`src/rtl/serial_subtractor_ctrl.sv`:
```
// Bit-serial unsigned subtractor: one two-stage borrow cell stepped LSB-first
// over WIDTH cycles, framed by a start/busy/done handshake.
module serial_subtractor_ctrl #(
    parameter int WIDTH = 8
) (
    input  logic             clk,
    input  logic             rst,
    input  logic             start,
    input  logic [WIDTH-1:0] a_in,
    input  logic [WIDTH-1:0] b_in,
    output logic             busy,
    output logic             done,
    output logic [WIDTH-1:0] diff,
    output logic             borrow_out
);

    localparam int CNT_W = (WIDTH > 1) ? $clog2(WIDTH) : 1;

    typedef enum logic [1:0] {S_IDLE, S_RUN, S_DONE} state_t;

    state_t           r_state;
    state_t           w_next;
    logic [WIDTH-1:0] r_sa;
    logic [WIDTH-1:0] r_sb;
    logic [WIDTH-2:0] r_sr;
    logic [WIDTH-1:0] r_diff;
    logic             r_bq;
    logic             r_borrow;
    logic [CNT_W-1:0] r_cnt;

    logic             w_accept;
    logic             w_last;
    logic [1:0]       w_hs1;
    logic [1:0]       w_hs2;
    logic             w_dbit;
    logic             w_bnext;
    logic [WIDTH-1:0] w_sr_next;

    // Half subtractor x - y: returns {borrow, difference}.
    function automatic logic [1:0] half_sub(input logic x, input logic y);
        return {~x & y, x ^ y};
    endfunction

    always_comb begin
        w_hs1     = half_sub(r_sa[0], r_sb[0]);
        w_hs2     = half_sub(w_hs1[0], r_bq);
        w_dbit    = w_hs2[0];
        w_bnext   = w_hs1[1] | w_hs2[1];
        // sr keeps only the WIDTH-1 bits already produced; the newest bit
        // completes the result on the final step.
        w_sr_next = {w_dbit, r_sr};
        w_last    = (r_cnt == CNT_W'(WIDTH - 1));
    end

    always_comb begin
        w_next   = r_state;
        w_accept = 1'b0;
        case (r_state)
            S_IDLE: begin
                if (start) begin
                    w_accept = 1'b1;
                    w_next   = S_RUN;
                end
            end
            S_RUN: begin
                if (w_last) begin
                    w_next = S_DONE;
                end
            end
            S_DONE: begin
                w_accept = start;
                w_next   = start ? S_RUN : S_IDLE;
            end
            default: w_next = S_IDLE;
        endcase
    end

    always_ff @(posedge clk) begin
        if (rst) begin
            r_state <= S_IDLE;
        end else begin
            r_state <= w_next;
        end
    end

    always_ff @(posedge clk) begin
        if (rst) begin
            r_sa     <= '0;
            r_sb     <= '0;
            r_sr     <= '0;
            r_bq     <= 1'b0;
            r_cnt    <= '0;
            r_diff   <= '0;
            r_borrow <= 1'b0;
        end else if (w_accept) begin
            r_sa  <= a_in;
            r_sb  <= b_in;
            r_bq  <= 1'b0;
            r_cnt <= '0;
        end else if (r_state == S_RUN) begin
            r_sa  <= r_sa >> 1;
            r_sb  <= r_sb >> 1;
            r_bq  <= w_bnext;
            r_sr  <= w_sr_next[WIDTH-1:1];
            r_cnt <= r_cnt + 1'b1;
            if (w_last) begin
                r_diff   <= w_sr_next;
                r_borrow <= w_bnext;
            end
        end
    end

    assign busy       = (r_state == S_RUN);
    assign done       = (r_state == S_DONE);
    assign diff       = r_diff;
    assign borrow_out = r_borrow;

endmodule

```
`config.mk`:
```
export PLATFORM = sky130hd
export DESIGN_NAME = serial_subtractor_ctrl
export DESIGN_NICKNAME = d
export VERILOG_FILES = /design/src/rtl/serial_subtractor_ctrl.sv
export SDC_FILE = /design/constraint.sdc
export NUM_CORES = 1
export LEC_CHECK = 0
export ABC_AREA = 1
export ABC_CLOCK_PERIOD_IN_PS = 1300
export CAP_MARGIN = 20
export CORE_MARGIN = 8
export CORE_UTILIZATION = 46
export CTS_CLUSTER_SIZE = 28
export DETAILED_ROUTE_END_ITERATION = 10
export GPL_TIMING_DRIVEN = 0
export PLACE_DENSITY_LB_ADDON = 0.25
export RECOVER_POWER = 100
export SLEW_MARGIN = 25
export SYNTH_ARGS = -nofsm -noshare
export SYNTH_HDL_FRONTEND = slang
export SYNTH_SLANG_ARGS = --single-unit
```
`constraint.sdc`:
```
create_clock -name clk -period 1.3 [get_ports clk]
set_clock_uncertainty 0.15 [all_clocks]
set_input_delay 0.39 -clock clk [delete_from_list [all_inputs] [get_ports clk]]
set_output_delay 0.39 -clock clk [all_outputs]
set_load 0.02 [all_outputs]
```
=== Word-level counts from Yosys, hierarchy flattened ===
Index checks and enable logic that the tools add are counted.

* Reductions and logical operators: 6
* Bitwise logic cells: 8
* Equal/unequal tests: 5
* Add/sub/neg operators: 1
* Muxes and demuxes: 10

{| class="wikitable"
|+ Operator list
! cell !! number
|-
| two-way mux 8 bit || 4
|-
| one-hot mux 2 bit (3 select lines) || 1
|-
| two-way mux 2 bit || 2
|-
| AND reduction 2 bit || 2
|-
| adder 3 x 1 -> 3 bit (second input constant) || 1
|-
| == test 3 bit (second input constant) || 1
|-
| inverter 1 bit || 3
|-
| AND reduction 3 bit || 1
|-
| bitwise AND 1 bit || 2
|-
| == test 2 x 1 -> 1 bit (second input constant) || 1
|-
| == test 2 bit (second input constant) || 1
|-
| zero test 2 bit || 1
|-
| two-way mux 1 bit || 2
|-
| != test 2 x 1 -> 1 bit (second input constant) || 1
|-
| != test 2 bit (second input constant) || 1
|-
| one-hot mux 1 bit (2 select lines) || 1
|-
| nonzero test 2 bit || 1
|-
| OR reduction 2 bit || 1
|-
| XOR 1 bit || 2
|-
| OR 1 bit || 1
|}

* Output and inout bits: 11
* Bits of input ports: 19
* Logic and storage cells: 38
* Flip-flop bits (word level): 38

=== Depth between registers and ports, before layout ===
* Word-level depth: 4
* Mapped depth: 8
* Gate-level depth less buffers: 7

=== Least setup slack after synthesis ===
OpenSTA, ideal clock, no wires.

* Kind: register to register
* Start point: reg r_cnt[0]
* End point: reg r_diff[2], in the netlist diff[2]
* Path buffers: 0
* Clock period less this slack: 1.322 ns
* Data arrival time: 1.098 ns
* Cell stages (with the launch flop): 8
* Setup slack: -0.022 ns
* Data required time: 1.076 ns
* Library setup time: 0.074 ns
* Path through: dfxtp_1 ha_1 ha_1 inv_1 nor2_8 inv_2 nand3_1 o21ai_0

* Word-level cells in the longest chain between the ends: 2

{| class="wikitable"
|+ Ends and longest elaborated chain
! what !! RTL line !! text
|-
| from (decl) || 29 || <nowiki>logic [CNT_W-1:0] r_cnt;</nowiki>
|-
| from (signal assigned) || 105 || <nowiki>r_cnt <= r_cnt + 1'b1;</nowiki>
|-
| == test 3 bit || 52 || <nowiki>w_last = (r_cnt == CNT_W'(WIDTH - 1));</nowiki>
|-
| AND reduction 3 bit (no line) || n/a ||
|-
| to (signal assigned) || 107 || <nowiki>r_diff <= w_sr_next;</nowiki>
|-
| to (decl) || 26 || <nowiki>logic [WIDTH-1:0] r_diff;</nowiki>
|}

Every way passes these cells.
A chain may end at the register's enable or synchronous reset.

=== Worst setup path in the final report ===
* Start point: reg r_state[0]
* End point: out busy

* Word-level cells in the longest chain between the ends: 1

{| class="wikitable"
|+ Ends and longest elaborated chain
! what !! RTL line !! text
|-
| from (decl) || 21 || <nowiki>state_t r_state;</nowiki>
|-
| from (signal assigned) || 82 || <nowiki>r_state <= w_next;</nowiki>
|-
| == test 2 x 1 -> 1 bit || 113 || <nowiki>assign busy = (r_state == S_RUN);</nowiki>
|-
| to (decl) || 11 || <nowiki>output logic busy,</nowiki>
|}

Every way passes these cells.

==> results.cfg <==
[synthesis]
synth_cells = 227
ys_ff_latch = 38
synth_top_family_by_area = simple AND/OR/NAND/NOR gates
synth_fa_ha_area_share_pct = 2.68
synthesis.area_um2 = 1680
synthTopCellsByArea = dfxtp_1 45%, nor2_1 10%, nand2_1 7.8%
yosys.area.top_type = dfxtp_1
syn_area_per_cell_um2 = 7.40
ys_types = 23
syn_nets = 249
yosysWarnings = 0
synth_mux_area_share_pct = 0
seq_area_frac_synth_pct = 45.3
synth_top_area_share_pct = 45.3
synth_compound_area_share_pct = 11.9
synth_simple_gate_area_share_pct = 26.9
synth-xor-area-share_pct = 0.521

[finish]
fillers = 302
final_common_cell = nor2_1
nNetsFinal = 300
area_delta_synth_final_pct = 44.4
final_cell_mix = 42 x nor2_1, 34 x nand2_1, 28 x inv_1
final_layout_size_suffix_gt1_share_pct = 29.4
n_antenna_cell = 0

[clock_tree]
tritoncts = yes
root_buffer = clkbuf_4
clockBufferDepth = 2
ctsHoldBuffers = 0
h-tree-depth = 2
clk_pin_slew_ns = 0.12
clock_latency_ns = 0.34
cts.sinks = 38
cts-buffers-inserted = 5

[timing]
fmax_mhz = 611
finalSetupTns_ns = -3.15
maxSlewHeadroom_pct = 81.8
slew_violations = 0
period_share_pct = 126
setup_viol = 42
rsz0062_at_grt = true
hold_slack_ns = 0.335
hold_violations = 0
worstMarginPinSlew_ns = 0.273
worst_slack_ns = -0.336
period_needed_ns = 1.64

[pwr]
clock_power_share_pct = 35.8
power_frac_seq_pct = 45.8
powerDensity_nw_per_um2 = 1150
leakagePower_uw = 0.00115
power_uw = 2790
power_frac_comb_pct = 18.4
power.internal_uw = 2090
peakVddDrop_uv = 850
p_sw_uw = 705
swShare_pct = 25.3

[drt]
drt_wl_total_um = 3960
ant_nets = 0
wl_per_cell_um = 12.1
dr.pass1.iters = 4
via_per_inst = 4.60
drt-initial-drc-count = 103
drc = 0
vias = 1505

[critical_path]
cp-end-kind = output pin
cp_slowest_cell = dfxtp_4
worstSetupPathType = reg2out
cp_common_cell = buf_6
required_ns = 0.76
worstPathMaxFanout = 2
cp-start-kind = flop
crit_arrival_ns = 1.10
max_stage_delay_ns = 0.39
cp_cell_sequence = inv_6 > nor2_4 > buf_6 > buf_6

[placed_design]
portBuffers = 29
dp.final_hpwl_um = 2450
place_congestion = 0.759

[grt]
grt_first_pass_wirelength_um = 6520
grt_usage_pct = 13.5
grt_pass1_vias = 1486
overflow = 0
grt_antenna_before_repair = 0
grt_max_degree = 14

[job]
cap_violations = 0

[floorplanning]
initial_core_util_pct = 47.0
ios = 30
core_um2 = 3580
rows = 22
chipWidth_um = 76.4
dieHeight_um = 76.4
dieArea_um2 = 5840

[worst_hold_path]
hold_class = reg2reg

[outcome]
violations = negative setup slack
outcome = finished with violations
==> cells in the mapped netlist <==
| cell | n |
|---|---|
| inv_1 | 32 |
| inv_2 | 2 |
| a211oi_1 | 2 |
| nand3_1 | 14 |
| xor2_1 | 1 |
| nor2_1 | 45 |
| buf_6 | 5 |
| nand2_4 | 1 |
| o21ai_0 | 16 |
| nand2_1 | 35 |
| clkbuf_1 | 2 |
| nand2_2 | 2 |
| ha_1 | 2 |
| nand2_8 | 1 |
| fa_1 | 1 |
| a21oi_1 | 13 |
| dfxtp_1 | 38 |
| nor2_4 | 1 |
| nor2_8 | 1 |
| o21ai_1 | 8 |
| nor2_2 | 1 |
| inv_4 | 2 |
| buf_2 | 2 |
==> metal layers <==
layer | vias up | part of all wire, % | global-route usage (%)
met4 | 0 | 1.5 | 5.77
met1 | 670 | 46 | 15.8
li1 | 804 | - | -
met5 | - | 0 | 0
met3 | 6 | 3.4 | 3.18
met2 | 25 | 49 | 23.0
==> state kept, by name, indices dropped and copies added (netlist names) <==
name,cells
diff,8
r_sa,8
r_sb,8
r_sr,7
r_cnt,3
r_state,2
borrow_out,1
r_bq,1
==> worst max-delay path: cells and delay by family (launching register included) <==
kind                   cells  cell delay (ns)
AND/OR/NAND/NOR            1             0.10
buffers and inverters      3             0.27
flip-flops                 1             0.39
==> cells by family after synthesis <==
family,count (synthesis)
DFF,38
adders and majority gates,3
buffers and inverters,45
xor gates and xnor gates,1
AOI/OAI and AO/OA,39
and+or+nand+nor,101
==> final timing paths <==
kind | from | endpoint | slack, ns | depth (start not counted)
worst min-delay path | r_cnt[1]$_SDFFE_PP0P_ | r_cnt[1]$_SDFFE_PP0P_ | 0.33 | 2
worst max-delay path | r_state[0]$_SDFFE_PP0P_ | busy | -0.34 | 4
worst min register to register | r_cnt[1]$_SDFFE_PP0P_ | r_cnt[1]$_SDFFE_PP0P_ | 0.33 | 2
worst max register to register | r_state[0]$_SDFFE_PP0P_ | r_sr[0]$_SDFFE_PP0P_ | -0.12 | 7
==> stage by stage <==
stage          worst slack (ns)  util (%)  cells  area, um^2
5_1_grt                  -0.384      67.8    327        2430
4_1_cts                  -0.394      66.4    326        2370
6_report                 -0.336      67.8    327        2430
3_5_place_dp             -0.678      56.7    304        2030
2_1_floorplan          -0.00777         -    227        1680
3_3_place_gp             -0.686      56.7    304        2030
==> what timing repair did <==
item	CTS	global route
setup buffers	14	2
resized for setup	112	17
pin swaps	11	10
endpoints found under the setup margin	43	47
gates cloned	2	0
==> power groups by stage <==
stage | sequential [uW] | clock [uW] | combinational [uW]
after floorplan | 1290 | 0 | 268
after global placement | 1300 | 0 | 380
after detailed placement | 1300 | 0 | 385
after CTS | 1270 | 1010 | 493
after global routing | 1280 | 1060 | 566
final | 1280 | 1000 | 514
==> cell type report <==
cell class	instances	area (um^2)	area share, %
inverter	36	153	6.29
sequential	38	778	32.1
multi-input combinational	144	773	31.9
timing repair buffer	44	463	19.1
buffer	8	85.1	3.51
clock buffer	5	37.5	1.55
timing repair inverter	1	7.51	0.309
tap	48	60.1	2.48
clock inverter	3	68.8	2.84
Power figures use the tool's default switching activity.
